==> src/rtl/riscv_definitions.sv <==
// Shared fetch-side definitions.
//   DATA_WIDTH        : instruction / address width
//   DEFAULT_RESET_PC  : fetch address used when no RESET_PC override is given
//   fetch_entry_t     : one prefetched instruction with its PC
package riscv_definitions;

    localparam int DATA_WIDTH = 32;

    localparam logic [DATA_WIDTH-1:0] DEFAULT_RESET_PC = 32'h0000_0000;

    typedef struct packed {
        logic [DATA_WIDTH-1:0] pc;
        logic [DATA_WIDTH-1:0] inst;
    } fetch_entry_t;

endpackage

==> src/rtl/fetch_fifo.sv <==
// Prefetch buffer: DEPTH-entry FIFO of fetch_entry_t with a synchronous clear.
//   clk, rst        : clock, asynchronous active-high reset
//   clear           : empties the FIFO this edge; push and pop are ignored
//   push, push_data : write one entry (caller guarantees not full)
//   pop             : drop the head entry (caller guarantees not empty)
//   head            : current head entry (undefined contents when empty)
//   count           : number of valid entries
module fetch_fifo
    import riscv_definitions::*;
#(
    parameter int DEPTH = 4,
    parameter int CNT_W = $clog2(DEPTH + 1)
) (
    input  logic             clk,
    input  logic             rst,
    input  logic             clear,
    input  logic             push,
    input  fetch_entry_t     push_data,
    input  logic             pop,
    output fetch_entry_t     head,
    output logic [CNT_W-1:0] count
);

    localparam int PTR_W = $clog2(DEPTH);
    localparam logic [PTR_W-1:0] PTR_ONE = PTR_W'(1);
    localparam logic [CNT_W-1:0] CNT_ONE = CNT_W'(1);

    logic [PTR_W-1:0] wr_ptr_q, wr_ptr_d;
    logic [PTR_W-1:0] rd_ptr_q, rd_ptr_d;
    logic [CNT_W-1:0] count_q, count_d;
    fetch_entry_t     storage_q [DEPTH];

    always_comb begin
        wr_ptr_d = wr_ptr_q;
        rd_ptr_d = rd_ptr_q;
        count_d  = count_q;
        if (clear) begin
            wr_ptr_d = '0;
            rd_ptr_d = '0;
            count_d  = '0;
        end else begin
            if (push) wr_ptr_d = wr_ptr_q + PTR_ONE;
            if (pop)  rd_ptr_d = rd_ptr_q + PTR_ONE;
            case ({push, pop})
                2'b10:   count_d = count_q + CNT_ONE;
                2'b01:   count_d = count_q - CNT_ONE;
                default: count_d = count_q;
            endcase
        end
    end

    always_ff @(posedge clk or posedge rst) begin
        if (rst) begin
            wr_ptr_q <= '0;
            rd_ptr_q <= '0;
            count_q  <= '0;
        end else begin
            wr_ptr_q <= wr_ptr_d;
            rd_ptr_q <= rd_ptr_d;
            count_q  <= count_d;
        end
    end

    // Data storage needs no reset: count gates every read.
    always_ff @(posedge clk) begin
        if (push && !clear) storage_q[wr_ptr_q] <= push_data;
    end

    assign head  = storage_q[rd_ptr_q];
    assign count = count_q;

endmodule

==> src/rtl/instr_prefetch_unit.sv <==
// Instruction prefetch unit: issues sequential fetch requests, buffers the
// in-order responses with their PCs, and presents them to Decode.
//   clk, rst                          : clock, asynchronous active-high reset
//   i_flush, i_jump_addr              : redirect and discard older work
//   o_req_valid, i_req_ready, o_req_addr : memory request channel
//   i_rsp_valid, i_rsp_data           : in-order memory responses
//   o_if_valid, i_if_ready, o_if_inst, o_if_pc : Decode channel
module instr_prefetch_unit
    import riscv_definitions::*;
#(
    parameter int                    DEPTH           = 4,
    parameter int                    MAX_OUTSTANDING = 2,
    parameter logic [DATA_WIDTH-1:0] RESET_PC        = DEFAULT_RESET_PC
) (
    input  logic                  clk,
    input  logic                  rst,
    input  logic                  i_flush,
    input  logic [DATA_WIDTH-1:0] i_jump_addr,
    output logic                  o_req_valid,
    input  logic                  i_req_ready,
    output logic [DATA_WIDTH-1:0] o_req_addr,
    input  logic                  i_rsp_valid,
    input  logic [DATA_WIDTH-1:0] i_rsp_data,
    output logic                  o_if_valid,
    input  logic                  i_if_ready,
    output logic [DATA_WIDTH-1:0] o_if_inst,
    output logic [DATA_WIDTH-1:0] o_if_pc
);

    localparam int CNT_W = $clog2(DEPTH + 1);
    localparam logic [CNT_W-1:0] CNT_ONE   = CNT_W'(1);
    localparam logic [CNT_W:0]   MAX_OUT_W = (CNT_W + 1)'(MAX_OUTSTANDING);
    localparam logic [CNT_W:0]   DEPTH_W   = (CNT_W + 1)'(DEPTH);
    localparam logic [DATA_WIDTH-1:0] PC_STEP = DATA_WIDTH'(4);

    logic [DATA_WIDTH-1:0] fetch_pc_q, fetch_pc_d;
    // PC of the next response that will be kept; requests are sequential and
    // responses in order, so a counter replaces a tag FIFO.
    logic [DATA_WIDTH-1:0] rsp_pc_q, rsp_pc_d;
    logic [CNT_W-1:0]      outstanding_q, outstanding_d;
    logic [CNT_W-1:0]      discard_q, discard_d;

    logic [CNT_W-1:0]      fifo_count;
    logic [CNT_W:0]        inflight_total;
    logic                  fifo_valid;
    logic                  req_fire;
    logic                  rsp_fire;
    logic                  push;
    logic                  pop;
    logic [DATA_WIDTH-1:0] jump_pc;
    logic                  unused_jump_lsb;
    fetch_entry_t          push_entry;
    fetch_entry_t          head;

    assign jump_pc         = {i_jump_addr[DATA_WIDTH-1:2], 2'b00};
    assign unused_jump_lsb = ^i_jump_addr[1:0];

    // Reserving FIFO space for every in-flight request means a response can
    // always be accepted; no backpressure exists on the response channel.
    assign inflight_total = {1'b0, outstanding_q} + {1'b0, fifo_count};
    assign o_req_valid    = !rst && !i_flush
                            && ({1'b0, outstanding_q} < MAX_OUT_W)
                            && (inflight_total < DEPTH_W);
    assign o_req_addr     = fetch_pc_q;

    assign req_fire   = o_req_valid && i_req_ready;
    // A response with nothing outstanding is illegal and is ignored.
    assign rsp_fire   = i_rsp_valid && (outstanding_q != '0);
    assign push       = rsp_fire && !i_flush && (discard_q == '0);
    assign fifo_valid = (fifo_count != '0);
    assign pop        = fifo_valid && i_if_ready && !i_flush;

    assign push_entry.pc   = rsp_pc_q;
    assign push_entry.inst = i_rsp_data;

    always_comb begin
        fetch_pc_d    = fetch_pc_q;
        rsp_pc_d      = rsp_pc_q;
        outstanding_d = outstanding_q;
        discard_d     = discard_q;

        case ({req_fire, rsp_fire})
            2'b10:   outstanding_d = outstanding_q + CNT_ONE;
            2'b01:   outstanding_d = outstanding_q - CNT_ONE;
            default: outstanding_d = outstanding_q;
        endcase

        if (req_fire) fetch_pc_d = fetch_pc_q + PC_STEP;
        if (push)     rsp_pc_d   = rsp_pc_q + PC_STEP;
        if (rsp_fire && (discard_q != '0)) discard_d = discard_q - CNT_ONE;

        // Everything still in flight after this edge belongs to the old path.
        if (i_flush) begin
            fetch_pc_d = jump_pc;
            rsp_pc_d   = jump_pc;
            discard_d  = outstanding_d;
        end
    end

    always_ff @(posedge clk or posedge rst) begin
        if (rst) begin
            fetch_pc_q    <= RESET_PC;
            rsp_pc_q      <= RESET_PC;
            outstanding_q <= '0;
            discard_q     <= '0;
        end else begin
            fetch_pc_q    <= fetch_pc_d;
            rsp_pc_q      <= rsp_pc_d;
            outstanding_q <= outstanding_d;
            discard_q     <= discard_d;
        end
    end

    fetch_fifo #(
        .DEPTH (DEPTH),
        .CNT_W (CNT_W)
    ) u_fetch_fifo (
        .clk       (clk),
        .rst       (rst),
        .clear     (i_flush),
        .push      (push),
        .push_data (push_entry),
        .pop       (pop),
        .head      (head),
        .count     (fifo_count)
    );

    assign o_if_valid = fifo_valid;
    assign o_if_inst  = fifo_valid ? head.inst : '0;
    assign o_if_pc    = fifo_valid ? head.pc   : '0;

    a_rsp_without_request : assert property (
        @(posedge clk) disable iff (rst) !(i_rsp_valid && (outstanding_q == '0))
    ) else $error("instr_prefetch_unit: response with no outstanding request");

endmodule

==> config.mk <==
export PLATFORM = sky130hd
export DESIGN_NAME = instr_prefetch_unit
export DESIGN_NICKNAME = d
export VERILOG_FILES = /design/src/rtl/riscv_definitions.sv /design/src/rtl/fetch_fifo.sv /design/src/rtl/instr_prefetch_unit.sv
export SDC_FILE = /design/constraint.sdc
export NUM_CORES = 1
export LEC_CHECK = 0
export ABC_AREA = 1
export CORE_AREA = 2 2 209 211
export CTS_CLUSTER_DIAMETER = 120
export DETAILED_ROUTE_END_ITERATION = 10
export DIE_AREA = 0 0 211 213
export DONT_BUFFER_PORTS = 1
export PLACE_DENSITY = 0.46
export SYNTH_ARGS = -nofsm -noshare
export SYNTH_HDL_FRONTEND = slang
export SYNTH_SLANG_ARGS = --single-unit
==> constraint.sdc <==
create_clock -name clk -period 9.7 [get_ports clk]
set_input_delay 1.94 -clock clk [delete_from_list [all_inputs] [get_ports clk]]
set_output_delay 1.94 -clock clk [all_outputs]
set_load 0.1 [all_outputs]
==> results.json <==
{
  "clock.fmax_ghz": 0.165,
  "areaGrowthSynthToFinish_pct": 16.2,
  "grt_pass1_wl_um": 61600,
  "cp-end-kind": "output pin",
  "rsz0062_at_grt": "no",
  "post-route-util": 0.403,
  "slew_headroom": 0.212,
  "drt-initial-drc-count": 555,
  "max-cap-violations": 0,
  "portBuffers": 0,
  "remaining_drc_errors": 0,
  "synth_area_sq_um": 14800,
  "min_to": "outstanding_q[0]",
  "worstSetupPathType": "register to output pin",
  "antenna_found_initial": 1,
  "cts_setup_buffers": 0,
  "syn_inst": 1551,
  "dpl_cell_area_sq_um": 15900,
  "cts_buffers": 39,
  "die_w_um": 211,
  "ctsHoldBuffers": 0,
  "r2r_slack_ns": 6.57,
  "cts_max_path_buffers": 3,
  "powerDensity_nw_per_um2": 324,
  "max-vdd-ir-drop_mv": 0.152,
  "finalHoldViolations": 0,
  "grt_pass1_vias": 10500,
  "status": "finished, final reports clean",
  "seq_area_frac_synth": 0.627,
  "reg2regPathDepth": 11,
  "final_area_sq_um": 17200,
  "cts_resized": 0,
  "gp_congestion": 0.855,
  "r2r_end": "discard_q[1]",
  "final_cell_mix": "nor2_1 (346), nand2_1 (335), edfxtp_1 (248), o21ai_0 (137), nand3_1 (102)",
  "drive_gt1_frac": 0.137,
  "chipHeight_um": 213,
  "antenna_left": 0,
  "path_clk_slew_ns": 0.05,
  "hold_path_class": "register to register",
  "dieArea_sq_um": 44900,
  "synth_top_cell_area_share": 0.503,
  "mostFrequentLayoutCell": "nor2_1",
  "rr_startpoint": "outstanding_q[1]",
  "wl_per_cell_um": 18.3,
  "ys_top_cells_by_area": "edfxtp_1 (50%), dfrtp_1 (12%), nor2_1 (8.9%)",
  "dr_total_vias": 10600,
  "grt_max_degree": 78,
  "cts_root_buf": "clkbuf_16",
  "cp-start-kind": "register",
  "drt_first_pass_iters": 5,
  "hold_slack_ns": 0.548,
  "clk_latency_ns": 0.56,
  "ys_ff_latch": 321,
  "grt_overflow_total": 0,
  "htreeDepth": 2,
  "setup_viol": 0,
  "yosys_warnings": 0,
  "nNetsFinal": 1676,
  "fin_crit_ns": 6.08,
  "fillers": 4217,
  "cp.required_ns": 7.76,
  "finalCritPeriodShare": 0.627,
  "hold_path.startpoint": "outstanding_q[0]",
  "area.sequential_sq_um": 9280,
  "synth_top_cell_by_area": "edfxtp_1",
  "setup_tns_ns": 0,
  "finalWirelength_um": 39700,
  "cts_tree": "built",
  "avgSynthCellArea_sq_um": 9.54,
  "crit_arrival_ns": 4.14,
  "maxSlewViolCount": 0,
  "synthDistinctLibCells": 32,
  "skew_ns": 0.0184,
  "multi_input_area_sq_um": 5080,
  "avgViaCountPerCell": 4.89,
  "rows": 76,
  "clkSinkCount": 321,
  "worstMarginPinSlew_ns": 1.18,
  "hpwlAfterDp_um": 24700,
  "p_leak_nw": 6.51,
  "hold_path_depth": 1,
  "num_io_pins": 168,
  "core_area_sq_um": 42700,
  "start_util": 0.347,
  "track_usage": 0.181,
  "crit_fanout": 77
}
## metal layers
layer / GRT usage / vias to the layer above / wire [um]
met4: 0.0568 / 0 / 920
met5: 0 / - / 0
met2: 0.301 / 228 / 18700
met3: 0.0391 / 50 / 2320
met1: 0.235 / 5091 / 17800
li1: - / 5252 / -
## how the worst max path moves through the flow
stage,from,end,slack (ns),depth (start not counted)
6_report,u_fetch_fifo.rd_ptr_q[0],o_if_inst[3],3.62,4
5_1_grt,u_fetch_fifo.rd_ptr_q[0],o_if_inst[15],3.38,4
4_1_cts,u_fetch_fifo.rd_ptr_q[0],o_if_inst[3],3.56,4
3_5_place_dp,u_fetch_fifo.rd_ptr_q[0],o_if_inst[3],4.15,4
3_3_place_gp,u_fetch_fifo.rd_ptr_q[0],o_if_inst[10],4.16,4
2_1_floorplan,rst,o_req_valid,3.46,3
## sequential cells by signal, indices dropped and copies added, names as in the netlist
signal and count:
discard_q 3, o_req_addr 30, outstanding_q 3, rsp_pc_q 30
u_fetch_fifo.count 3, u_fetch_fifo.rd_ptr_q 2, u_fetch_fifo.storage_q 248, u_fetch_fifo.wr_ptr_q 2
## cell families after synthesis
family,after synthesis,share of synthesized area
compound gates,219,0.0764
fa+ha+maj,13,0.0120
xor+xnor,21,0.0124
buf+inv,159,0.0480
simple gates,817,0.224
other cells,1,0.000253
flops,321,0.627
## power by group
group | leakage [nW] | total, W | internal [W] | switching (W)
Sequential | 3.13 | 0.00188 | 0.00159 | 0.000292
Combinational | 2.76 | 0.00223 | 0.000430 | 0.00180
Clock | 0.630 | 0.00145 | 0.000878 | 0.000576
Total | 6.51 | 0.00556 | 0.00290 | 0.00266
## critical path: stages, from the launching register on
cell     delay, ns
dfrtp_4       0.77
inv_2         0.76
buf_4         0.73
o21ai_0       0.24
a21oi_2       0.96
## area by class of cell
cell class | count | share of cell area
clock inverters | 21 | 0.0142
multi-input cells | 1074 | 0.296
clock buffers | 51 | 0.0612
flip-flops and latches | 321 | 0.540
repair buffers | 66 | 0.0288
well taps | 546 | 0.0397
inverters | 91 | 0.0201
diodes | 2 | 0.000291
## cells in the mapped netlist
| cell type | n |
|---|---|
| nor2_2 | 4 |
| nand4_1 | 4 |
| buf_4 | 8 |
| conb_1 | 1 |
| inv_1 | 83 |
| fa_1 | 2 |
| nand2_1 | 335 |
| nand2_2 | 6 |
| buf_2 | 19 |
| nand3_1 | 102 |
| o21bai_1 | 1 |
| nand3_2 | 1 |
| inv_2 | 8 |
| nor2_1 | 350 |
| nor3_1 | 2 |
| xnor2_1 | 7 |
| nand2_4 | 3 |
| ha_1 | 11 |
| clkbuf_1 | 26 |
| or2_2 | 2 |
| buf_6 | 8 |
| buf_1 | 7 |
| o21ai_1 | 5 |
| nand3b_1 | 3 |
| o21ai_0 | 137 |
| edfxtp_1 | 248 |
| nor2_4 | 5 |
| a21oi_1 | 67 |
| dfrtp_1 | 73 |
| xor2_1 | 14 |
| a21oi_4 | 1 |
| o211ai_1 | 8 |
## per-stage QoR
stage	setup slack, ns	std cells	total power (W)
detailed placement	4.15	2098	0.00417
floorplan	3.46	1554	0.00360
global route	3.38	2172	0.00582
global placement	4.16	2098	0.00416
CTS	3.56	2170	0.00564
finish	3.62	2172	0.00556
Note: power is estimated with default switching activity, not from simulation.
